`src/rtl/prbs15_byte_errgen.sv`:
```
// PRBS15 (x^15+x^14+1) byte source, MSB first, with XOR bit-error injection (single-shot or periodic).
// Optional output inversion when PRBS_ERRGEN_INVERT_EN is defined.
module prbs15_byte_errgen #(
  parameter logic [14:0] SEED     = 15'h7FFF,
  parameter int          PERIOD_W = 16
) (
  input  logic                clk,
  input  logic                reset_n,
  input  logic                enable,
  input  logic [1:0]          inj_mode,
  input  logic                inj_once,
  input  logic [7:0]          inj_mask,
  input  logic [PERIOD_W-1:0] inj_period,
  input  logic                clear_count,
`ifdef PRBS_ERRGEN_INVERT_EN
  input  logic                invert,
`endif
  output logic [7:0]          data_out,
  output logic                data_valid,
  output logic                inj_flag,
  output logic [31:0]         inj_count,
  output logic [1:0]          state_dbg
);

  typedef enum logic [1:0] {
    ST_OFF      = 2'd0,
    ST_SINGLE   = 2'd1,
    ST_PERIODIC = 2'd2
  } state_t;

  state_t              state, state_next;
  logic [14:0]         lfsr, lfsr_next;
  logic [7:0]          prbs_byte;
  logic                pending, pending_next;
  logic [PERIOD_W-1:0] period_cnt, period_cnt_next;
  logic                inject;
  logic [3:0]          mask_ones;
  logic [31:0]         count_base, count_next;
  logic [32:0]         count_sum;
  logic [7:0]          out_byte;

  // Eight LFSR steps per byte; the first generated bit lands in bit 7.
  always_comb begin : lfsr_step
    logic nb;
    nb        = 1'b0;
    lfsr_next = lfsr;
    prbs_byte = '0;
    for (int i = 0; i < 8; i++) begin
      nb           = lfsr_next[14] ^ lfsr_next[13];
      lfsr_next    = {lfsr_next[13:0], nb};
      prbs_byte[7-i] = nb;
    end
  end

  always_comb begin
    mask_ones = '0;
    for (int i = 0; i < 8; i++) begin
      mask_ones = mask_ones + {3'b000, inj_mask[i]};
    end
  end

  // Injection decisions use the registered state; a mode change only takes
  // effect at the next edge and wipes pending and the period counter.
  always_comb begin
    case (inj_mode)
      2'b01:   state_next = ST_SINGLE;
      2'b10:   state_next = ST_PERIODIC;
      default: state_next = ST_OFF;
    endcase
    inject          = 1'b0;
    pending_next    = pending;
    period_cnt_next = period_cnt;
    case (state)
      ST_SINGLE: begin
        inject = enable && (pending || inj_once);
        if (inject) begin
          pending_next = 1'b0;
        end else if (inj_once) begin
          pending_next = 1'b1;
        end
      end
      ST_PERIODIC: begin
        if (enable) begin
          if (inj_period == '0) begin
            period_cnt_next = '0;
          end else if (period_cnt == inj_period - PERIOD_W'(1)) begin
            inject          = 1'b1;
            period_cnt_next = '0;
          end else begin
            period_cnt_next = period_cnt + PERIOD_W'(1);
          end
        end
      end
      default: ;
    endcase
    if (state_next != state) begin
      pending_next    = 1'b0;
      period_cnt_next = '0;
    end
  end

  // Clear is applied before the add, so a coinciding injection still counts.
  always_comb begin
    count_base = clear_count ? 32'd0 : inj_count;
    count_sum  = {1'b0, count_base} + {29'd0, mask_ones};
    count_next = count_base;
    if (inject) begin
      count_next = count_sum[32] ? 32'hFFFF_FFFF : count_sum[31:0];
    end
  end

  always_comb begin
    out_byte = prbs_byte ^ (inject ? inj_mask : 8'h00);
`ifdef PRBS_ERRGEN_INVERT_EN
    out_byte = out_byte ^ {8{invert}};
`endif
  end

  // enable acts as a one-way valid: no backpressure, one byte per enabled clk.
  always_ff @(posedge clk or negedge reset_n) begin
    if (!reset_n) begin
      state      <= ST_OFF;
      lfsr       <= SEED;
      pending    <= 1'b0;
      period_cnt <= '0;
      inj_count  <= '0;
      data_out   <= '0;
      data_valid <= 1'b0;
      inj_flag   <= 1'b0;
    end else begin
      state      <= state_next;
      pending    <= pending_next;
      period_cnt <= period_cnt_next;
      inj_count  <= count_next;
      data_valid <= enable;
      inj_flag   <= inject;
      if (enable) begin
        lfsr     <= lfsr_next;
        data_out <= out_byte;
      end
    end
  end

  assign state_dbg = state;

endmodule

```
`config.mk`:
```
export PLATFORM = sky130hd
export DESIGN_NAME = prbs15_byte_errgen
export DESIGN_NICKNAME = d
export VERILOG_FILES = /design/src/rtl/prbs15_byte_errgen.sv
export SDC_FILE = /design/constraint.sdc
export NUM_CORES = 1
export LEC_CHECK = 0
export CAP_MARGIN = 0
export CELL_PAD_IN_SITES_DETAIL_PLACEMENT = 1
export CELL_PAD_IN_SITES_GLOBAL_PLACEMENT = 2
export CORE_MARGIN = 2
export CORE_UTILIZATION = 29
export DETAILED_ROUTE_END_ITERATION = 8
export HOLD_SLACK_MARGIN = 0.12
export PLACE_DENSITY_LB_ADDON = 0.1
export SYNTH_ARGS = -nofsm -noshare
export SYNTH_HDL_FRONTEND = slang
export SYNTH_SLANG_ARGS = --single-unit
```
`constraint.sdc`:
```
create_clock -name clk -period 7.6 [get_ports clk]
set_input_delay 1.52 -clock clk [delete_from_list [all_inputs] [get_ports clk]]
set_output_delay 1.52 -clock clk [all_outputs]
set_load 0.02 [all_outputs]
```
==> results by group <==
Outcome
  • Status: finished clean

Critical path
  • Critical path origin: inj_mask[0]
  • Required @ worst endpoint: slightly below 8 ns
  • R2R cell count: 15
  • CP arrival: 6.40 ns
  • Crit-path max FO: 11
  • Reg2reg setup slack: 3.25 ns
  • CP Class: primary input to flop
  • Critical R2R Launch: inj_count[0]
  • Worst Setup EP: inj_count[15]
  • Critical path endpoint category: flop
  • Startpoint Class: primary input
  • R2r endpoint: inj_count[15]

Timing
  • Fmax: about 0.16 GHz
  • Relative slew slack: 0.299
  • Final Worst Setup Slack: roughly 1.5 ns
  • Fin crit period: 6.15 ns
  • Worst-margin pin slew: between 1 and 1.5 ns
  • Final Max Tran Viols: 0
  • Final setup violation count: 0
  • Hold Fails Final Rpt: 0
  • Unrepaired setup endpoints after global routing: no
  • Fin crit share: 0.809
  • Hold slack: approximately 0.49 ns
  • Setup TNS: 0 ns
  • Skew final: 0.00964 ns

Worst hold path
  • Hold Crit Class: flop to flop

CTS
  • Clk pin slew, worst setup/hold paths: 0.07 ns
  • H-tree levels: 3
  • Worst skew pair latency: 0.34 ns
  • CTS Buf Count: 9
  • Post-CTS setup buffers: 0
  • Resized cells post-CTS: 0
  • Clk sink count: 76
  • Clock Path Buffers: 2
  • Root Buffer: clkbuf_16
  • TritonCTS clock tree: done
  • # hold bufs at CTS: 0

Layout
  • Final core utilization: 0.374
  • Area of the multi-input gates: 0.00283 mm²
  • FF+latch area: between 0.0015 and 0.002 mm²
  • Layout cells sized above 1: 0.140
  • Nets: around 640
  • Antenna cell count: 0
  • P&R area growth vs syn: 25.6%
  • Fillers: ~1,900

Yosys
  • #FFs+latches synth: 76
  • Compound-Gate Fraction of Synth Area: 0.167
  • Synth area leader: dfrtp_1
  • Mean area per synthesized cell: approximately 9.5 µm²
  • Syn Inst Count: 520
  • Synth unique cells: 70
  • Area share of the largest cell type after synthesis: 0.308
  • Post-Synth XOR/XNOR Area: 0.0861
  • Mux cell area share after synthesis: 0.0485
  • Largest family of logic cells by synthesized area: simple AND/OR/NAND/NOR gates
  • Post-Syn Nets: 566
  • Top post-synthesis cells by area: dfrtp_1 31%, dfstp_2 8.0%, xnor2_1 4.4%, xor2_1 3.7%, mux2_2 3.6%
  • Cell area after synthesis: around 0.0050 mm²
  • Adder-cell share of the synthesized area: 0.0455
  • Top cell types by occurrence after synthesis: 61 x dfrtp_1, 40 x nor2_1, 31 x a21oi_1
  • Sequential area share after synthesis: 0.388
  • Ys Warns: 0
  • EDFF count, synth: 0
  • Async set or reset register ratio after synthesis: 1.00
  • Synth Flop Type: dfrtp_1
  • Simple-gate share of the synthesized area: 0.224
  • Most frequent cell after synthesis: dfrtp_1

Drt
  • Routed Antenna Nets: 0
  • DRC: 0
  • Vias/cell: roughly 5.2
  • Routed len/inst: 17.8 µm
  • 1st-iter DRT viols: around 130
  • Vias: between 4,000 and 5,000
  • Pre-antenna DRT Iters: 4
  • DRT Wirelength: approximately 14,000 µm

Global route
  • Vias in the first global route: between 4,000 and 5,000
  • GRT Util Overall: 0.169
  • First-pass GRT wire length: 24,300 µm
  • Remaining Overflow, GRT: 0
  • Antenna violations before repair: 1
  • Largest net degree at the start of global routing: 77

Place
  • Post-DP HPWL: roughly 11,000 µm
  • Placer Congestion: a little under 0.8
  • Pre-CTS setup slack: around 1.1 ns
  • Port Buffers: 74

Floorplan
  • Starting Density: 0.298
  • IO Pins: 75
  • Core area: 0.0166 mm²
  • Chip width: approximately 130 µm
  • Height of the die: between 100 and 150 µm
  • Cell Rows: between 40 and 50
  • Die Area: between 0.015 and 0.02 mm²

Pwr
  • Peak supply drop: between 0.15 and 0.2 mV
  • Power Dens Cells: 215 mW/mm²
  • Total power: 1.34 mW
  • Leak pwr: around 2.5 nW

Flow run
  • Total of max-cap violations: 0
==> cell families (layout without fill, tap and decap cells) <==
kind of cell	after synthesis	count (layout)
adders and majority gates	15	15
AOI/OAI and AO/OA	125	125
DFF	76	76
and+or+nand+nor	189	189
buffers and inverters	46	120
muxes	22	22
xor gates and xnor gates	47	47
==> flip-flops by register name (all words and copies together), names as in the netlist <==
register,cells
pending,1
period_cnt,16
inj_count,32
inj_flag,1
data_out,8
state_dbg,2
lfsr,15
data_valid,1
==> worst max-delay path, cell delays in order <==
cell and delay [ns]:
clkdlybuf4s50_1 0.45, fa_1 0.55, inv_1 0.06, fa_1 0.52, fa_1 0.43, fa_1 0.39, inv_1 0.08, fa_1 0.21
a21o_1 0.13, a21oi_1 0.06, buf_4 0.17, or4_1 0.62, or2_2 0.38, nor2_1 0.13, buf_4 0.19, nand2_1 0.30
o21ai_0 0.20
==> report_power, final <==
part / internal [mW] / total (mW) / switching, mW
Clock: 0.270 / 0.447 / 0.177
Sequential: 0.500 / 0.548 / 0.0483
Combinational: 0.174 / 0.345 / 0.172
==> layer usage <==
metal,global-route usage,wire (µm),vias to the layer above
li1,-,-,2046
met1,0.239,7100,2080
met2,0.266,6630,64
met3,0.0304,547,12
met4,0.0456,175,0
met5,0,0,-
==> how the worst min path moves through the flow <==
stage	end	startpoint	depth (start not counted)	slack (ns)
2_1_floorplan	lfsr[0]	lfsr[0]	2	0.46
3_3_place_gp	lfsr[3]	lfsr[3]	2	0.48
3_5_place_dp	lfsr[1]	lfsr[1]	2	0.48
4_1_cts	lfsr[1]	lfsr[1]	2	0.50
5_1_grt	lfsr[5]	lfsr[5]	2	0.52
6_report	lfsr[0]	lfsr[0]	2	0.49
==> layout make-up <==
type / instances / share of cell area
clock buffers: 12 / 0.0464
clock inverters: 4 / 0.00442
inverters: 21 / 0.0127
multi-input cells: 398 / 0.454
flip-flops and latches: 76 / 0.309
well taps: 220 / 0.0442
repair buffers: 83 / 0.129
==> stage by stage <==
stage / instances / area, µm²
after floorplan: 520 / 4950
after global placement: 798 / 5910
after detailed placement: 798 / 5910
after CTS: 814 / 6220
after global routing: 814 / 6220
final: 814 / 6220
==> cells in the final DEF (no fill, tap or decap), types with 6 or more instances in the layout <==
cell | Yosys | layout
buf_4 | 1 | 10
a21oi_1 | 31 | 31
mux2i_1 | 6 | 6
xnor2_1 | 25 | 25
and3_1 | 19 | 19
nor2b_1 | 15 | 15
or3_1 | 11 | 11
ha_1 | 10 | 10
dfstp_2 | 15 | 15
dfrtp_1 | 61 | 61
nor3_1 | 12 | 12
clkdlybuf4s50_1 | 0 | 73
nand4_1 | 6 | 6
a31oi_1 | 13 | 13
nand3_1 | 10 | 10
nor2_1 | 40 | 40
o21ai_0 | 26 | 26
nor4_1 | 13 | 13
clkbuf_16 | 0 | 11
inv_1 | 20 | 20
a211oi_1 | 6 | 6
o21ai_2 | 7 | 7
nand2_1 | 29 | 29
o2111ai_1 | 6 | 6
mux2_2 | 16 | 16
xor2_1 | 21 | 21
o211ai_1 | 7 | 7
Power figures use the tool's default switching activity.
